File: src/rtl/ce_pulse_driver_pkg.sv
// Shared constants and elaboration-time helpers for the clock-enable pulse driver.
package ce_pulse_driver_pkg;

  localparam int MAX_PIPELINE_REGS = 8;

  function automatic int clip_regs(input int pipeline_regs);
    if (pipeline_regs > MAX_PIPELINE_REGS) begin
      return MAX_PIPELINE_REGS;
    end
    if (pipeline_regs < 0) begin
      return 0;
    end
    return pipeline_regs;
  endfunction

  // Stage j sits j registers from the output, so it must hold what the
  // counter tap would have produced j+1 sysce cycles before phase zero.
  function automatic logic preload(input int j, input int period);
    return ((j + 1) % period) == 0;
  endfunction

  function automatic int counter_width(input int log_2_period);
    return (log_2_period < 1) ? 1 : log_2_period;
  endfunction

endpackage

File: src/rtl/ce_pulse_driver_delay_reg.sv
// One-bit enable register with asynchronous clear to a parameterised value.
module enable_delay_reg #(
  parameter bit init_value = 1'b0
) (
  input  logic clk,
  input  logic clr,
  input  logic en,
  input  logic d,
  output logic q
);

  always_ff @(posedge clk or posedge clr) begin
    if (clr) begin
      q <= init_value;
    end else if (en) begin
      q <= d;
    end
  end

endmodule

File: src/rtl/ce_pulse_driver.sv
// Rate-domain clock-enable generator: passes clock/clear through and emits
// two identical 1-in-period enable pulse trains from a pre-pipelined tap.
module ce_pulse_driver
  import ce_pulse_driver_pkg::*;
#(
  parameter int log_2_period  = 1,
  parameter int period        = 2,
  parameter int use_bufg      = 0,
  parameter int pipeline_regs = 5
) (
  input  logic sysclk,
  input  logic sysclr,
  input  logic sysce,
  output logic clk,
  output logic clr,
  output logic ce,
  output logic ce_logic
);

  localparam int N = clip_regs(pipeline_regs);
  localparam int W = counter_width(log_2_period);

  logic ce_int;
  logic ce_logic_int;

  assign clk = sysclk;
  assign clr = sysclr;

  generate
    if (period == 1) begin : g_full_rate
      assign ce_int       = sysce;
      assign ce_logic_int = sysce;
    end else begin : g_divided
      localparam bit POW2 = (period == (1 << W));
      localparam logic [W-1:0] TAP = W'(period - 1 - (N % period));

      logic [W-1:0] count_reg;
      logic [W-1:0] count_next;
      logic         tap_pulse;

      if (POW2) begin : g_natural_wrap
        assign count_next = count_reg + W'(1);
      end else begin : g_flag_wrap
        // Flag is registered one step early so the wrap compare stays off the
        // counter's increment path.
        logic wrap_reg;
        enable_delay_reg #(.init_value(1'b0)) u_wrap (
          .clk (sysclk),
          .clr (sysclr),
          .en  (sysce),
          .d   (count_reg == W'(period - 2)),
          .q   (wrap_reg)
        );
        assign count_next = wrap_reg ? '0 : count_reg + W'(1);
      end

      always_ff @(posedge sysclk or posedge sysclr) begin
        if (sysclr) begin
          count_reg <= '0;
        end else if (sysce) begin
          count_reg <= count_next;
        end
      end

      assign tap_pulse = (count_reg == TAP);

      if (N == 0) begin : g_no_pipe
        assign ce_int       = tap_pulse;
        assign ce_logic_int = tap_pulse;
      end else begin : g_pipe
        logic [N-1:0] ce_pipe;
        logic [N-1:0] logic_pipe;

        for (genvar gi = 0; gi < N; gi++) begin : g_stage
          localparam bit STAGE_INIT = preload(gi, period);
          logic d_ce;
          logic d_logic;

          if (gi == N - 1) begin : g_head
            assign d_ce    = tap_pulse;
            assign d_logic = tap_pulse;
          end else begin : g_body
            assign d_ce    = ce_pipe[gi+1];
            assign d_logic = logic_pipe[gi+1];
          end

          enable_delay_reg #(.init_value(STAGE_INIT)) u_ce_stage (
            .clk (sysclk),
            .clr (sysclr),
            .en  (sysce),
            .d   (d_ce),
            .q   (ce_pipe[gi])
          );

          enable_delay_reg #(.init_value(STAGE_INIT)) u_logic_stage (
            .clk (sysclk),
            .clr (sysclr),
            .en  (sysce),
            .d   (d_logic),
            .q   (logic_pipe[gi])
          );
        end

        assign ce_int       = ce_pipe[0];
        assign ce_logic_int = logic_pipe[0];
      end
    end

    // Global-buffer mode leaves the enable ungated so it can ride a clock net.
    if (use_bufg != 0) begin : g_bufg
      assign ce       = ce_int;
      assign ce_logic = ce_logic_int;
    end else begin : g_gated
      assign ce       = ce_int & sysce;
      assign ce_logic = ce_logic_int & sysce;
    end
  endgenerate

endmodule

File: config.mk
export PLATFORM = sky130hd
export DESIGN_NAME = ce_pulse_driver
export DESIGN_NICKNAME = d
export VERILOG_FILES = /design/src/rtl/ce_pulse_driver_pkg.sv /design/src/rtl/ce_pulse_driver_delay_reg.sv /design/src/rtl/ce_pulse_driver.sv
export SDC_FILE = /design/constraint.sdc
export NUM_CORES = 1
export LEC_CHECK = 0
export BUFFER_PORTS_ARGS = -buffer_cell sky130_fd_sc_hd__buf_2
export CELL_PAD_IN_SITES_DETAIL_PLACEMENT = 0
export CELL_PAD_IN_SITES_GLOBAL_PLACEMENT = 1
export CORE_AREA = 2 2 39 41
export DETAILED_ROUTE_END_ITERATION = 8
export DIE_AREA = 0 0 41 43
export MAX_ROUTING_LAYER = met4
export PLACE_DENSITY_LB_ADDON = 0.1
export SETUP_SLACK_MARGIN = 0.02
export SLEW_MARGIN = 30
export SYNTH_ARGS = -nofsm -noshare
export SYNTH_HDL_FRONTEND = slang
export SYNTH_SLANG_ARGS = --single-unit
File: constraint.sdc
create_clock -name sysclk -period 1.5 [get_ports sysclk]
set_input_delay 0.075 -clock sysclk [delete_from_list [all_inputs] [get_ports sysclk]]
set_output_delay 0.075 -clock sysclk [all_outputs]
set_load 0.02 [all_outputs]
==> results of run 1 <==
==> cells in the final DEF, fill, tap and decap left out <==
master and n:
and2_2 1, buf_2 6, clkbuf_1 1, clkbuf_4 6, dfrtp_1 3, dfstp_2 2
dlygate4sd3_1 1, inv_1 1, mux2_4 4, xor2_1 1
==> power breakdown <==
group          internal (uW)  switching [uW]
clock network            207             122
logic                    102            55.1
registers                225            38.8
==> synth_stat cells (all sizes together) <==
| master | instances | area [um2] |
|---|---|---|
| inv | 1 | 3.75 |
| xor2 | 1 | 8.76 |
| dfstp | 2 | 52.6 |
| mux2 | 4 | 60.1 |
| and2 | 1 | 7.51 |
| dfrtp | 3 | 75.1 |
| buf | 4 | 33.8 |
==> critical path, cell delays in order <==
cell	delay, ns
clkbuf_4	0.11
clkbuf_4	0.12
buf_2	0.15
==> how the worst min path moves through the flow <==
stage,start,endpoint,cells past startpoint
floorplan,sysclr,g_divided.count_reg,1
global placement,sysclr,g_divided.g_pipe.g_stage[0].u_logic_stage.q,2
detailed placement,sysclr,g_divided.g_pipe.g_stage[2].u_ce_stage.q,2
CTS,sysce,g_divided.count_reg,2
global route,sysce,g_divided.count_reg,2
finish,sysce,g_divided.count_reg,2
==> area by class of cell <==
type                            count  area share (%)
Timing Repair Buffer                6            11.1
Sequential cell                     5            40.3
Multi-Input combinational cell      6            24.1
Tap cell                           16            6.32
Clock buffer                        8            17.0
Inverter                            1            1.19
==> through the flow <==
step	util, %	hold WS, ns	power [uW]	std cells
2_1_floorplan	-	-0.148	477	16
3_3_place_gp	18.6	-0.00522	483	34
3_5_place_dp	18.6	-0.00435	482	34
6_report	22.9	0.0409	750	42
5_1_grt	22.9	0.0242	814	42
4_1_cts	22.9	0.0269	775	42
==> metal layers <==
metal / global-route usage, % / part of all wire, %
met5: - / 0
met4: 14.7 / 3.1
met3: 3.66 / 4.1
met2: 6.25 / 46
met1: 7.19 / 46
==> cells by family (layout without fill, tap and decap cells) <==
family                 count (synthesis)  in the layout  synth area share, %
flip-flops                             5              5                 52.8
AND/OR/NAND/NOR                        1              1                 3.11
XOR/XNOR                               1              1                 3.63
multiplexers                           4              4                 24.9
buffers and inverters                  5             15                 15.5
==> impl_metrics.env, run 1 <==
export IMPL_outcome="completed"
export IMPL_drt_vias_per_instance=3.33
export IMPL_ys_ff_latch=5
export IMPL_num_io_pins=7
export IMPL_final_setup_viol_count=0
export IMPL_worstPathRequired_ns=1.42
export IMPL_synth_cell_types=8
export IMPL_route_vias_total=140
export IMPL_place_congestion=0.622
export IMPL_hold_viol_final=0
export IMPL_path_max_fanout=2
export IMPL_worstMarginPinSlew_ns=0.188
export IMPL_fin_skew_ns=0.00244
export IMPL_tns_ns=0
export IMPL_finalInstanceArea_um2=317
export IMPL_syn2layout_area_growth_pct=31.1
export IMPL_reg2reg_to="g_divided.g_pipe.g_stage[2].u_ce_stage.q"
export IMPL_critPathCapture="clk"
export IMPL_largest_reg_flops=3
export IMPL_cp_start_kind="clock port"
export IMPL_start_util_pct=17.5
export IMPL_grt_pass1_vias=195
export IMPL_grt_max_degree=7
export IMPL_coreArea_mm2=0.00138
export IMPL_r2r_start="g_divided.g_pipe.g_stage[2].u_ce_stage.q"
export IMPL_max_cap_viol_count=0
export IMPL_hold_path_class="in2reg"
export IMPL_grt_antenna_before_repair=0
export IMPL_p_per_area_mw_per_mm2=2370
export IMPL_ant_nets=0
export IMPL_postCtsSetupBuffers=0
export IMPL_ys_seq_area_share_pct=52.8
export IMPL_antenna_diode_count=0
export IMPL_fillCellCount=151
export IMPL_crit_type="clk2out"
export IMPL_end_kind="output pin"
export IMPL_routed_wirelength_um=392
export IMPL_cts_tree="yes"
export IMPL_avgSynthCellArea_um2=15.1
export IMPL_drt_wirelength_per_cell_um=9.33
export IMPL_globalRouteTotalUtil_pct=7.34
export IMPL_finalNetCount=30
export IMPL_yosys_warnings=0
export IMPL_cts_clk_slew_worst_paths_ns=0.04
export IMPL_drt_pass1_iter_count=1
export IMPL_dpl_worst_slack_ns=0.540
export IMPL_slew_viol_final=0
export IMPL_insertion_delay_ns=0.35
export IMPL_vdd_drop_max_mv=0.839
export IMPL_slew_headroom_pct=87.5
export IMPL_reg2regPathDepth=1
export IMPL_num_rows=14
export IMPL_holdBufCountCts=1
export IMPL_leakage_uw=0.000160
export IMPL_syn_inst=16
export IMPL_post_dp_cell_area_um2=258
export IMPL_syn_cell_area_um2=241
export IMPL_drive_gt1_share_pct=73.1
export IMPL_multi_input_area_um2=76.3
export IMPL_die_width_um=41
export IMPL_die_h_um=43
export IMPL_drc=0
export IMPL_globalRouteOverflowTotal=0
export IMPL_rsz0062_at_grt="no"
export IMPL_cts_resized=0
export IMPL_drt_iter0_markers=0
export IMPL_setup_ws_ns=0.300
export IMPL_grt_pass1_wl_um=696
export IMPL_r2r_setup_slack_ns=0.74
export IMPL_die_area_mm2=0.00176
export IMPL_critPathArrivalTime_ns=1.13
export IMPL_io_buffers=6
export IMPL_seq_area_um2=128
export IMPL_critPathLaunch="sysclk"
export IMPL_synth_nets=19
(Power assumes the default switching activity.)
==> run 2: changes to the inputs <==
==> constraint.sdc (replaced) <==
create_clock -name sysclk -period 1.1 [get_ports sysclk]
set_input_delay 0.055 -clock sysclk [delete_from_list [all_inputs] [get_ports sysclk]]
set_output_delay 0.055 -clock sysclk [all_outputs]
set_load 0.02 [all_outputs]
==> impl_metrics.env, run 2 (synthesis results as in run 1) <==
export IMPL_outcome="completed"
export IMPL_cp_start_kind="flop"
export IMPL_fin_skew_ns=0.00796
export IMPL_slew_viol_final=0
export IMPL_min_period_over_period_pct=97.3
export IMPL_start_util_pct=17.5
export IMPL_coreArea_mm2=0.00138
export IMPL_drt_iter0_markers=3
export IMPL_pwr_share_comb_pct=23.4
export IMPL_grt_max_degree=7
export IMPL_globalRoute_busiestLayer="met4"
export IMPL_path_max_fanout=2
export IMPL_insertion_delay_ns=0.35
export IMPL_final_cells=42
export IMPL_use_met1_pct=6.19
export IMPL_worstMarginPinSlew_ns=0.190
export IMPL_crit_type="reg2out"
export IMPL_worstPathCellList="and2_4 > buf_6"
export IMPL_ant_nets=0
export IMPL_vdd_drop_max_mv=0.956
export IMPL_end_kind="output pin"
export IMPL_antenna_diode_count=0
export IMPL_grt_use_met3_pct=7.85
export IMPL_hold_path_class="in2reg"
export IMPL_grt_pass1_vias=193
export IMPL_sequentialPowerShare_pct=34.2
export IMPL_die_h_um=43
export IMPL_largest_reg_flops=3
export IMPL_critPathSlowestCell="dfrtp_1"
export IMPL_die_width_um=41
export IMPL_rsz0062_at_grt="yes"
export IMPL_io_buffers=6
export IMPL_cts_tree="yes"
export IMPL_fin_util_pct=23.9
export IMPL_p_sw_share_pct=28.7
export IMPL_finalNetCount=30
export IMPL_critPathMaxStageDelay_ns=0.37
export IMPL_layout_min_cycle_time_ns=1.07
export IMPL_globalRouteTotalUtil_pct=7.95
export IMPL_drive_gt1_share_pct=73.1
export IMPL_intPower_uw=759
export IMPL_grt_util_met2_pct=5.94
export IMPL_grt_antenna_before_repair=0
export IMPL_routed_wirelength_um=393
export IMPL_power_frac_clock_pct=42.5
export IMPL_num_rows=14
export IMPL_postCtsSetupBuffers=0
export IMPL_num_io_pins=7
export IMPL_place_congestion=0.619
export IMPL_final_common_cell="clkbuf_4"
export IMPL_critPathArrivalTime_ns=1.02
export IMPL_drt_wirelength_per_cell_um=9.36
export IMPL_p_per_area_mw_per_mm2=3220
export IMPL_final_setup_viol_count=0
export IMPL_max_cap_viol_count=0
export IMPL_drc=0
export IMPL_worstPathRequired_ns=1.04
export IMPL_die_area_mm2=0.00176
export IMPL_drt_vias_per_instance=3.50
export IMPL_layout_common_cells="clkbuf_4 (6), mux2_4 (4), buf_2 (4), dfrtp_1 (3)"
export IMPL_hold_viol_final=0
export IMPL_dp_cells=34
export IMPL_switching_power_uw=305
export IMPL_drt_pass1_iter_count=2
export IMPL_globalRouteOverflowTotal=0
export IMPL_slew_headroom_pct=87.3
export IMPL_cts_clk_slew_worst_paths_ns=0.05
export IMPL_leakage_uw=0.000164
export IMPL_route_vias_total=147
export IMPL_syn2layout_area_growth_pct=36.8
export IMPL_fmax_mhz=934
export IMPL_grt_pass1_wl_um=690
==> run 2: cell count changes in the layout (fill, tap and decap cells not counted) <==
cell	previous run	this run
buf_2	6	4
and2_4	0	1
and2_2	1	0
buf_6	0	2
==> run 2: final cells by class <==
cell class,count,area [um2]
fill,150,1050
sequential,5,128
multi-input combinational,6,77.6
clock buffer,8,53.8
timing repair buffer,6,47.5
tap,16,20.0
inverter,1,3.75
==> run 2: path summary, 6_finish.rpt <==
path	startpoint	endpoint	slack (ns)	cells after the start
max in group asynchronous	sysclr	g_divided.g_pipe.g_stage[3].u_ce_stage.q	0.70	3
worst min-delay path	sysce	g_divided.count_reg	0.02	2
worst max register to register	g_divided.g_pipe.g_stage[0].u_logic_stage.q	g_divided.g_pipe.g_stage[0].u_logic_stage.q	0.34	1
min in group asynchronous	sysclr	g_divided.count_reg	0.15	3
worst max-delay path	g_divided.g_pipe.g_stage[0].u_logic_stage.q	ce_logic	0.03	2
worst min register to register	g_divided.count_reg	g_divided.count_reg	0.47	1
==> run 2: worst max-delay path, delay by kind of cell (launching register included) <==
kind / cells / cell delay (ns)
flops: 1 / 0.37
simple gates: 1 / 0.17
buf+inv: 1 / 0.12
==> run 2: stage by stage <==
| step | setup slack (ns) | hold slack (ns) | setup TNS [ns] | instance area, um2 | total power (uW) |
|---|---|---|---|---|---|
| floorplan | 0.300 | -0.168 | 0 | 241 | 651 |
| global placement | 0.350 | -0.0242 | 0 | 258 | 659 |
| detailed placement | 0.346 | -0.0256 | 0 | 258 | 660 |
| CTS | 0.0193 | 0.0105 | 0 | 330 | 1090 |
| global route | -0.0141 | 0.00125 | -0.0282 | 330 | 1140 |
| finish | 0.0298 | 0.0161 | 0 | 330 | 1060 |
==> run 2: repair_timing <==
item,in CTS,in global routing
endpoints found under the setup margin,2,2
hold endpoints to repair,5,0
resized for setup,5,0
hold buffers,1,0
pin swaps,0,0
==> run 2: routing by layer <==
layer | wire length, um | share of wire [%]
met1 | 160 | 41
met3 | 27 | 6.9
met4 | 8 | 2.0
met5 | 0 | 0
met2 | 197 | 50
==> run 2: power groups by stage <==
stage                     sequential [uW]  combinational, uW  clock [uW]
after global placement                361                212        84.9
after CTS                             364                251         476
final                                 363                248         452
after floorplan                       345                199         106
after global routing                  375                262         502
after detailed placement              364                212        84.9
==> run 3: changes to the inputs <==
--- a/config.mk
+++ b/config.mk
@@ -13,7 +13,7 @@
 export DIE_AREA = 0 0 41 43
 export MAX_ROUTING_LAYER = met4
 export PLACE_DENSITY_LB_ADDON = 0.1
-export SETUP_SLACK_MARGIN = 0.02
+export SETUP_SLACK_MARGIN = 0.15
 export SLEW_MARGIN = 30
 export SYNTH_ARGS = -nofsm -noshare
 export SYNTH_HDL_FRONTEND = slang
==> impl_metrics.env, run 3 (synthesis results as in run 1) <==
export IMPL_outcome="completed"
export IMPL_grt_antenna_before_repair=0
export IMPL_ant_nets=0
export IMPL_drt_vias_per_instance=3.42
export IMPL_drt_pass1_iter_count=2
export IMPL_reg2reg_to="g_divided.g_pipe.g_stage[0].u_logic_stage.q"
export IMPL_min_period_over_period_pct=96.9
export IMPL_vdd_drop_max_mv=1.31
export IMPL_layout_common_cells="mux2_4 (4), clkbuf_4 (4), buf_4 (3), dfrtp_1 (3)"
export IMPL_start_util_pct=17.5
export IMPL_die_area_mm2=0.00176
export IMPL_worstPathRequired_ns=1.04
export IMPL_r2r_setup_slack_ns=0.34
export IMPL_finalNetCount=31
export IMPL_critPathLaunch="g_divided.g_pipe.g_stage[0].u_logic_stage.q"
export IMPL_coreArea_mm2=0.00138
export IMPL_hold_viol_final=0
export IMPL_r2r_start="g_divided.g_pipe.g_stage[0].u_logic_stage.q"
export IMPL_fillCellCount=147
export IMPL_final_setup_viol_count=0
export IMPL_critPathArrivalTime_ns=1.01
export IMPL_reg2regPathDepth=1
export IMPL_dpl_worst_slack_ns=0.346
export IMPL_end_kind="output pin"
export IMPL_routed_wirelength_um=399
export IMPL_die_width_um=41
export IMPL_largest_reg_flops=3
export IMPL_globalRouteTotalUtil_pct=8.06
export IMPL_globalRouteOverflowTotal=0
export IMPL_layout_min_cycle_time_ns=1.07
export IMPL_crit_type="reg2out"
export IMPL_drt_wirelength_per_cell_um=9.28
export IMPL_drc=0
export IMPL_slew_headroom_pct=87.4
export IMPL_route_vias_total=147
export IMPL_grt_pass1_vias=193
export IMPL_cp_start_kind="flop"
export IMPL_grt_max_degree=7
export IMPL_switching_power_uw=333
export IMPL_intPower_uw=893
export IMPL_fmax_mhz=938
export IMPL_num_io_pins=7
export IMPL_antenna_diode_count=0
export IMPL_setup_ws_ns=0.0342
export IMPL_grt_pass1_wl_um=703
export IMPL_pwr_share_comb_pct=20.5
export IMPL_worstMarginPinSlew_ns=0.189
export IMPL_max_cap_viol_count=0
export IMPL_rsz0062_at_grt="yes"
export IMPL_drive_gt1_share_pct=74.1
export IMPL_power_frac_clock_pct=49.8
export IMPL_num_rows=14
export IMPL_insertion_delay_ns=0.35
export IMPL_die_h_um=43
export IMPL_cts_tree="yes"
export IMPL_p_sw_share_pct=27.2
export IMPL_path_max_fanout=2
export IMPL_critPathCapture="ce_logic"
export IMPL_sequentialPowerShare_pct=29.6
export IMPL_hold_path_class="in2reg"
export IMPL_cts_clk_slew_worst_paths_ns=0.05
export IMPL_io_buffers=6
export IMPL_place_congestion=0.619
export IMPL_slew_viol_final=0
export IMPL_fin_util_pct=25.9
export IMPL_fin_skew_ns=0.00453
export IMPL_leakage_uw=0.000176
export IMPL_drt_iter0_markers=5
export IMPL_syn2layout_area_growth_pct=48.2
export IMPL_p_per_area_mw_per_mm2=3430
[run 3: changes by cell type in the layout (fill, tap and decap cells not counted), sizes merged]
cell	before	now
buf	6	9
clkbuf	7	5
[run 3: what timing repair did]
action	in CTS	in global routing
buffers inserted	0	1
hold buffers	1	0
resized for setup	8	4
setup endpoints to repair	3	4
hold endpoints to repair	5	0
gates cloned	0	0
[run 3: worst min path at each step]
stage / startpoint / cells after the start / slack, ns / to
after floorplan: sysclr / 1 / -0.17 / g_divided.count_reg
after global placement: sysclr / 2 / -0.02 / g_divided.g_pipe.g_stage[0].u_logic_stage.q
after detailed placement: sysclr / 2 / -0.03 / g_divided.g_pipe.g_stage[0].u_logic_stage.q
after CTS: sysce / 2 / 0.01 / g_divided.count_reg
after global routing: sysce / 2 / 0.001 / g_divided.count_reg
final: sysce / 2 / 0.02 / g_divided.count_reg
[run 3: stage by stage]
stage	cells	hold slack [ns]	total power [uW]	instance area, um2	setup TNS, ns
after global routing	43	0.00125	1310	358	-0.0282
after CTS	42	0.0105	1190	343	0
final	43	0.0198	1230	358	0
after global placement	34	-0.0242	659	258	0
after floorplan	16	-0.168	651	241	0
after detailed placement	34	-0.0256	660	258	0
[run 3: critical path: stages (launching register included)]
cell and delay [ns]:
dfrtp_1 0.37, and2_4 0.17, buf_6 0.12
[run 3: metal layers]
layer | track usage, % | vias up | share of wire (%)
met4 | 16.0 | 0 | 2.8
met2 | 5.94 | 5 | 49
li1 | - | 69 | -
met1 | 6.19 | 70 | 41
met3 | 8.38 | 3 | 7.5
met5 | - | - | 0
[run 3: cell type report]
type	instances	area, um2	area share (%)
Sequential cell	5	128	35.7
Multi-Input combinational cell	6	77.6	21.7
Clock buffer	8	71.3	19.9
Timing Repair Buffer	7	57.6	16.1
Tap cell	16	20.0	5.59
Inverter	1	3.75	1.05
[run 3: power groups by stage]
stage	Clock [uW]	Sequential, uW	Combinational, uW
2_1_floorplan	106	345	199
3_3_place_gp	84.9	361	212
3_5_place_dp	84.9	364	212
4_1_cts	575	364	251
5_1_grt	671	375	266
6_report	611	364	252
